$ cat config.mk
export PLATFORM = sky130hd
export DESIGN_NAME = pwm_driver
export DESIGN_NICKNAME = d
export VERILOG_FILES = /design/src/rtl/pwm_driver.sv
export SDC_FILE = /design/constraint.sdc
export NUM_CORES = 1
export LEC_CHECK = 0
export ABC_CLOCK_PERIOD_IN_PS = 2800
export BUFFER_PORTS_ARGS = -buffer_cell sky130_fd_sc_hd__buf_2
export CAP_MARGIN = 20
export CORE_ASPECT_RATIO = 0.9
export CORE_MARGIN = 1
export CORE_UTILIZATION = 59
export CTS_CLUSTER_DIAMETER = 30
export DETAILED_ROUTE_END_ITERATION = 10
export HOLD_SLACK_MARGIN = 0.02
export PLACE_DENSITY = 0.75
export SETUP_SLACK_MARGIN = 0.2
export SLEW_MARGIN = 5
export SYNTH_ARGS = -nofsm -noshare
export SYNTH_HDL_FRONTEND = slang
export SYNTH_SLANG_ARGS = --single-unit
$ cat constraint.sdc
create_clock -name clk -period 2.8 [get_ports clk]
set_clock_uncertainty 0.2 [all_clocks]
set_input_delay 0.28 -clock clk [delete_from_list [all_inputs] [get_ports clk]]
set_output_delay 0.28 -clock clk [all_outputs]
set_load 0.02 [all_outputs]
$ cat src/rtl/pwm_driver.sv
// Complementary dead-time-protected PWM pair for the actuator half-bridge.
// Duty is double-buffered (pending -> active at period boundaries); a prescaler sets the tick rate.
module pwm_driver #(
    parameter int DEAD_TIME = 4
) (
    input  logic       clk,
    input  logic       rst_n,
    input  logic       enable,
    input  logic [7:0] duty,
    input  logic       duty_valid,
    input  logic [7:0] prescale,
    output logic       duty_ack,
    output logic       period_start,
    output logic       pwm_hi,
    output logic       pwm_lo
);

    typedef enum logic [1:0] {
        IDLE = 2'd0,
        HI   = 2'd1,
        LO   = 2'd2,
        DEAD = 2'd3
    } state_t;

    localparam logic [7:0] DT_M1   = 8'(DEAD_TIME - 1);
    localparam logic [7:0] CNT_MAX = 8'd254;

    state_t     state_q, state_d;
    logic [7:0] dcnt_q, dcnt_d;
    logic [7:0] cnt_q, cnt_d;
    logic [7:0] pre_cnt_q, pre_cnt_d;
    logic [7:0] pending_q, pending_d;
    logic [7:0] active_q, active_d;
    logic       ps_d;
    logic       tick_s;
    logic       raw_s;
    logic       en_rise_s;

    // Using >= means a prescale decrease below the current pre_cnt still ticks at once.
    assign tick_s    = (pre_cnt_q >= prescale);
    assign raw_s     = (cnt_q < active_q);
    assign en_rise_s = enable && (state_q == IDLE);

    // Pending duty capture, prescaler, period counter and active-duty reload.
    always_comb begin
        pending_d = pending_q;
        cnt_d     = cnt_q;
        pre_cnt_d = pre_cnt_q;
        active_d  = active_q;
        ps_d      = 1'b0;
        if (duty_valid) begin
            pending_d = duty;
        end else begin
            pending_d = pending_q;
        end
        if (!enable) begin
            cnt_d     = 8'd0;
            pre_cnt_d = 8'd0;
        end else if (en_rise_s) begin
            cnt_d     = 8'd0;
            pre_cnt_d = 8'd0;
            active_d  = pending_q;
            ps_d      = 1'b1;
        end else if (tick_s) begin
            pre_cnt_d = 8'd0;
            if (cnt_q == CNT_MAX) begin
                cnt_d    = 8'd0;
                active_d = pending_q;
                ps_d     = 1'b1;
            end else begin
                cnt_d = cnt_q + 8'd1;
            end
        end else begin
            pre_cnt_d = pre_cnt_q + 8'd1;
        end
    end

    // Output FSM: every handover passes through DEAD; raw is re-sampled when DEAD expires.
    always_comb begin
        state_d = state_q;
        dcnt_d  = dcnt_q;
        if (!enable) begin
            state_d = IDLE;
            dcnt_d  = 8'd0;
        end else begin
            case (state_q)
                IDLE: begin
                    state_d = DEAD;
                    dcnt_d  = DT_M1;
                end
                HI: begin
                    if (!raw_s) begin
                        state_d = DEAD;
                        dcnt_d  = DT_M1;
                    end else begin
                        state_d = HI;
                    end
                end
                LO: begin
                    if (raw_s) begin
                        state_d = DEAD;
                        dcnt_d  = DT_M1;
                    end else begin
                        state_d = LO;
                    end
                end
                DEAD: begin
                    if (dcnt_q == 8'd0) begin
                        state_d = raw_s ? HI : LO;
                    end else begin
                        dcnt_d = dcnt_q - 8'd1;
                    end
                end
                default: begin
                    state_d = IDLE;
                    dcnt_d  = 8'd0;
                end
            endcase
        end
    end

    // State and datapath registers; gate drives decode the next state so they align with it.
    always_ff @(posedge clk or negedge rst_n) begin
        if (!rst_n) begin
            state_q      <= IDLE;
            dcnt_q       <= 8'd0;
            cnt_q        <= 8'd0;
            pre_cnt_q    <= 8'd0;
            pending_q    <= 8'd0;
            active_q     <= 8'd0;
            duty_ack     <= 1'b0;
            period_start <= 1'b0;
            pwm_hi       <= 1'b0;
            pwm_lo       <= 1'b0;
        end else begin
            state_q      <= state_d;
            dcnt_q       <= dcnt_d;
            cnt_q        <= cnt_d;
            pre_cnt_q    <= pre_cnt_d;
            pending_q    <= pending_d;
            active_q     <= active_d;
            duty_ack     <= duty_valid;
            period_start <= ps_d;
            pwm_hi       <= (state_d == HI);
            pwm_lo       <= (state_d == LO);
        end
    end

endmodule

After elaboration in Yosys (flattened, before gate mapping)
Index checks and enable logic that the tools add are counted.
Storage, ports and cells
  output and inout bits: 4
  word-level logic and storage cells: 57
  bits in registers: 46
Cells by class
  reductions and logical operators: 7
  add/subtract/negate cells: 3
  order comparisons: 2
  muxes and demuxes: 25
  equality and inequality tests: 10
Operator list (count)
  two-way mux 8 bit: 14
  case mux 8 bit (4 select lines): 1
  adder 8 x 1 -> 8 bit (second input constant): 2
  inequality test 3 bit (second input constant): 3
  == test 8 bit (second input constant): 1
  >= comparator 8 bit: 1
  zero test 8 bit: 1
  less-than comparator 8 bit: 1
  two-way mux 2 bit: 4
  case mux 2 bit (4 select lines): 1
  subtractor 8 x 1 -> 8 bit (second input constant): 1
  == test 2 bit (second input constant): 3
  AND reduction 3 bit: 2
  two-way mux 1 bit: 5
  == test 2 x 1 -> 1 bit (second input constant): 2
  nonzero test 2 bit: 2
  inequality test 3 x 1 -> 1 bit (second input constant): 1
  zero test 2 bit: 1
  logical AND 1 bit: 1

Depth between registers and ports, before layout
  depth after elaboration: 6
  depth in mapped cells: 8
  mapped depth without buffers: 8

Least setup slack after synthesis
OpenSTA, ideal clock, no wires.
  path kind: reg2reg
  start point: register pre_cnt_q[0]
  end point: register active_q[0]
  buffers on the path: 0
  setup slack: 0.623 ns
  cell stages (with the launch flop): 9
  arrival: 1.852 ns
  cells stage by stage: dfrtp_1 > inv_1 > ha_1 > nand2b_1 > a211oi_1 > o211ai_2 > nand2_1 > nor3_4 > mux2_2
On the way
  longest elaborated chain between the ends: 3
Ends and longest elaborated chain
  start: declaration: line 31  | logic [7:0] pre_cnt_q, pre_cnt_d;
  start signal: assignment: line 139  | pre_cnt_q <= pre_cnt_d;
  >= comparator 8 bit: line 40  | assign tick_s = (pre_cnt_q >= prescale);
  nonzero test 2 bit (no source line)
  AND reduction 3 bit (no source line)
  end signal: assignment: line 141  | active_q <= active_d;
  end: declaration: line 33  | logic [7:0] active_q, active_d;
Every way passes these cells.
A chain may end at the register's enable or synchronous reset.

Final worst setup path
  start point: register pre_cnt_q[0]
  end point: register active_q[2]
Same word-level chain as after synthesis.

==> results.json <==
{
  "min_to": "dcnt_q[0]",
  "vias": 1863,
  "yosysSeqAreaShare_pct": 45.57,
  "p_leak_nw": 1.450,
  "slew_viol_final": 0,
  "drtIter0Drc": 85,
  "drv_cap": 0,
  "avgSynthCellArea_um2": 10.48,
  "final_common_cell": "dfrtp_1",
  "worstSetupPathType": "flop to flop",
  "holdPathStages": 3,
  "core_mm2": 0.004101,
  "r2r_start": "pre_cnt_q[0]",
  "syn_area_mm2": 0.002526,
  "setup_tns_ns": 0,
  "wl_met1_mm": 2.162,
  "critPathMaxFanout": 9,
  "ant_nets": 0,
  "ir_worst_vdd_mv": 0.4267,
  "startpoint": "pre_cnt_q[0]",
  "antenna_cells": 0,
  "cp.required_ns": 2.79,
  "reg2regPathDepth": 8,
  "cts_sinks": 46,
  "dr.pass1.iters": 6,
  "grt_pass1_vias": 1848,
  "start_kind": "flop",
  "die_h_um": 64.08,
  "final_hold_viol_count": 0,
  "track_usage_pct": 23.10,
  "io-pin-count": 24,
  "route.detailed.drc": 0,
  "ys_types": 42,
  "wl_per_cell_um": 13.93,
  "port_buffers": 23,
  "fillCellCount": 315,
  "rrSetupSlack_ns": 0.41,
  "nets": 318,
  "start_util_pct": 61.59,
  "grt_max_degree": 26,
  "grt_pass1_wl_mm": 8.024,
  "timing.slew.headroom_pct": 67.51,
  "worst_pin_slew_ns": 0.4874,
  "hold_start": "enable",
  "ys.warnings.count": 0,
  "cts-root-buf": "clkbuf_8",
  "clkLatencyLatePin_ns": 0.29,
  "rsz0062_at_grt": "no",
  "fin_crit_ns": 2.390,
  "antenna_found_initial": 0,
  "ys_ff_latch": 46,
  "setup_violations": 0,
  "hold_slack_ns": 0.1095,
  "place_congestion": 0.7844,
  "clockBufferDepth": 2,
  "cts_buffers": 5,
  "grt-ovfl-total": 0,
  "synth_edf_count": 0,
  "r2r-end": "active_q[2]",
  "finalCritPeriodShare_pct": 85.36,
  "post-cts-setup-buffers": 0,
  "cts.reportedPaths.clkPinSlew_ns": 0.08,
  "vias_per_cell": 5.697,
  "fp.dieW_um": 70.98,
  "status": "completed",
  "drive_above_1_share_pct": 20.79,
  "top_layer": "met4",
  "met3_length_um": 106,
  "dp_hpwl_mm": 3.328,
  "synthArstFlopShare_pct": 100.0,
  "cts_resized": 0,
  "hp-class": "input pin to flop",
  "powerDensity_mw_per_mm2": 659.6,
  "fmax_mhz": 418.4,
  "synth_nets": 281,
  "cts_htree_levels": 2,
  "routed_wirelength_mm": 4.554,
  "critPathCaptureType": "flop",
  "cts_tree": "built",
  "cts_hold_buf": 10,
  "ys.flop_type": "dfrtp_1",
  "met2_length_mm": 2.227,
  "rows": 22,
  "synthToLayoutAreaGrowth_pct": 15.01,
  "netlist_instances": 241,
  "final_cell_mix": "dfrtp_1, inv_1, buf_2, ha_1, nand2_1",
  "crit_arrival_ns": 2.38,
  "die_area_mm2": 0.004548
}
-- logic make-up (layout without fill, tap and decap cells) --
kind of cell,after synthesis,after routing,synth area share [%]
AO/OA/AOI/OAI,49,49,14.12
XOR/XNOR,9,9,3.120
adder cells (fa/ha/maj),20,20,9.906
buffers and inverters,28,66,4.259
flip-flops,46,46,45.57
multiplexers,17,17,7.528
AND/OR/NAND/NOR,72,72,15.50
-- through the flow --
stage          setup WS, ns  util (%)  total power, mW  cells  cell area (µm²)
2_1_floorplan        0.6230         -            1.303    241             2526
3_3_place_gp         0.4957     65.71            1.420    309             2695
3_5_place_dp         0.4126     65.71            1.435    309             2695
4_1_cts              0.4064     70.84            1.936    327             2905
5_1_grt              0.2635     70.84            2.064    327             2905
6_report             0.4100     70.84            1.916    327             2905
-- power by group --
part,switching [mW],internal [mW],total (mW)
sequential,0.0861,0.758,0.844
clock,0.219,0.266,0.485
combinational,0.319,0.269,0.588
-- registers in the layout, indices dropped and copies added (netlist names) --
signal        cells
active_q          8
cnt_q             8
dcnt_q            8
duty_ack          1
pending_q         8
period_start      1
pre_cnt_q         8
pwm_hi            1
pwm_lo            1
state_q           2
-- synthesized netlist by cell type, drive strengths merged (5+ instances only) --
cell type  number  area, µm²
and3            9      57.56
a21oi           8      40.04
nand2          17      63.81
dfrtp          46       1151
ha             20      250.2
xnor2           5      43.79
o21ai          13      65.06
nor3            7      46.30
mux2           16      180.2
nand3           9      57.56
inv            23      86.33
a21o            5      37.54
a211oi          6      55.05
nor2           16      60.06
-- cell type report --
class	count	area (µm²)	area share (%)
Multi-Input combinational cell	167	1267	43.63
Clock buffer	6	72.57	2.498
Sequential cell	46	1151	39.62
Clock inverter	2	37.54	1.292
Timing Repair Buffer	35	230.2	7.924
Inverter	23	86.33	2.972
Tap cell	48	60.06	2.067
-- worst max-delay path by stage --
| stage | end | slack [ns] |
|---|---|---|
| 6_report | active_q[2] | 0.41 |
| 5_1_grt | active_q[6] | 0.26 |
| 4_1_cts | active_q[2] | 0.41 |
| 3_5_place_dp | active_q[1] | 0.41 |
| 3_3_place_gp | active_q[3] | 0.50 |
| 2_1_floorplan | active_q[0] | 0.62 |
-- worst max-delay path, stage by stage (launching register included) --
cell and delay [ns]:
dfrtp_1 0.42, inv_1 0.06, ha_1 0.26, nand2b_1 0.09, a211oi_1 0.08, o211ai_2 0.21
nand2_1 0.16, nor3_4 0.43, mux2_2 0.39
-- metal layers --
| metal | global-route usage [%] | vias up |
|---|---|---|
| met5 | 0 | - |
| met3 | 6.625 | 8 |
| met4 | 7.250 | 0 |
| li1 | - | 934 |
| met2 | 37.74 | 25 |
| met1 | 29.93 | 896 |
Note: power is estimated with default switching activity, not from simulation.
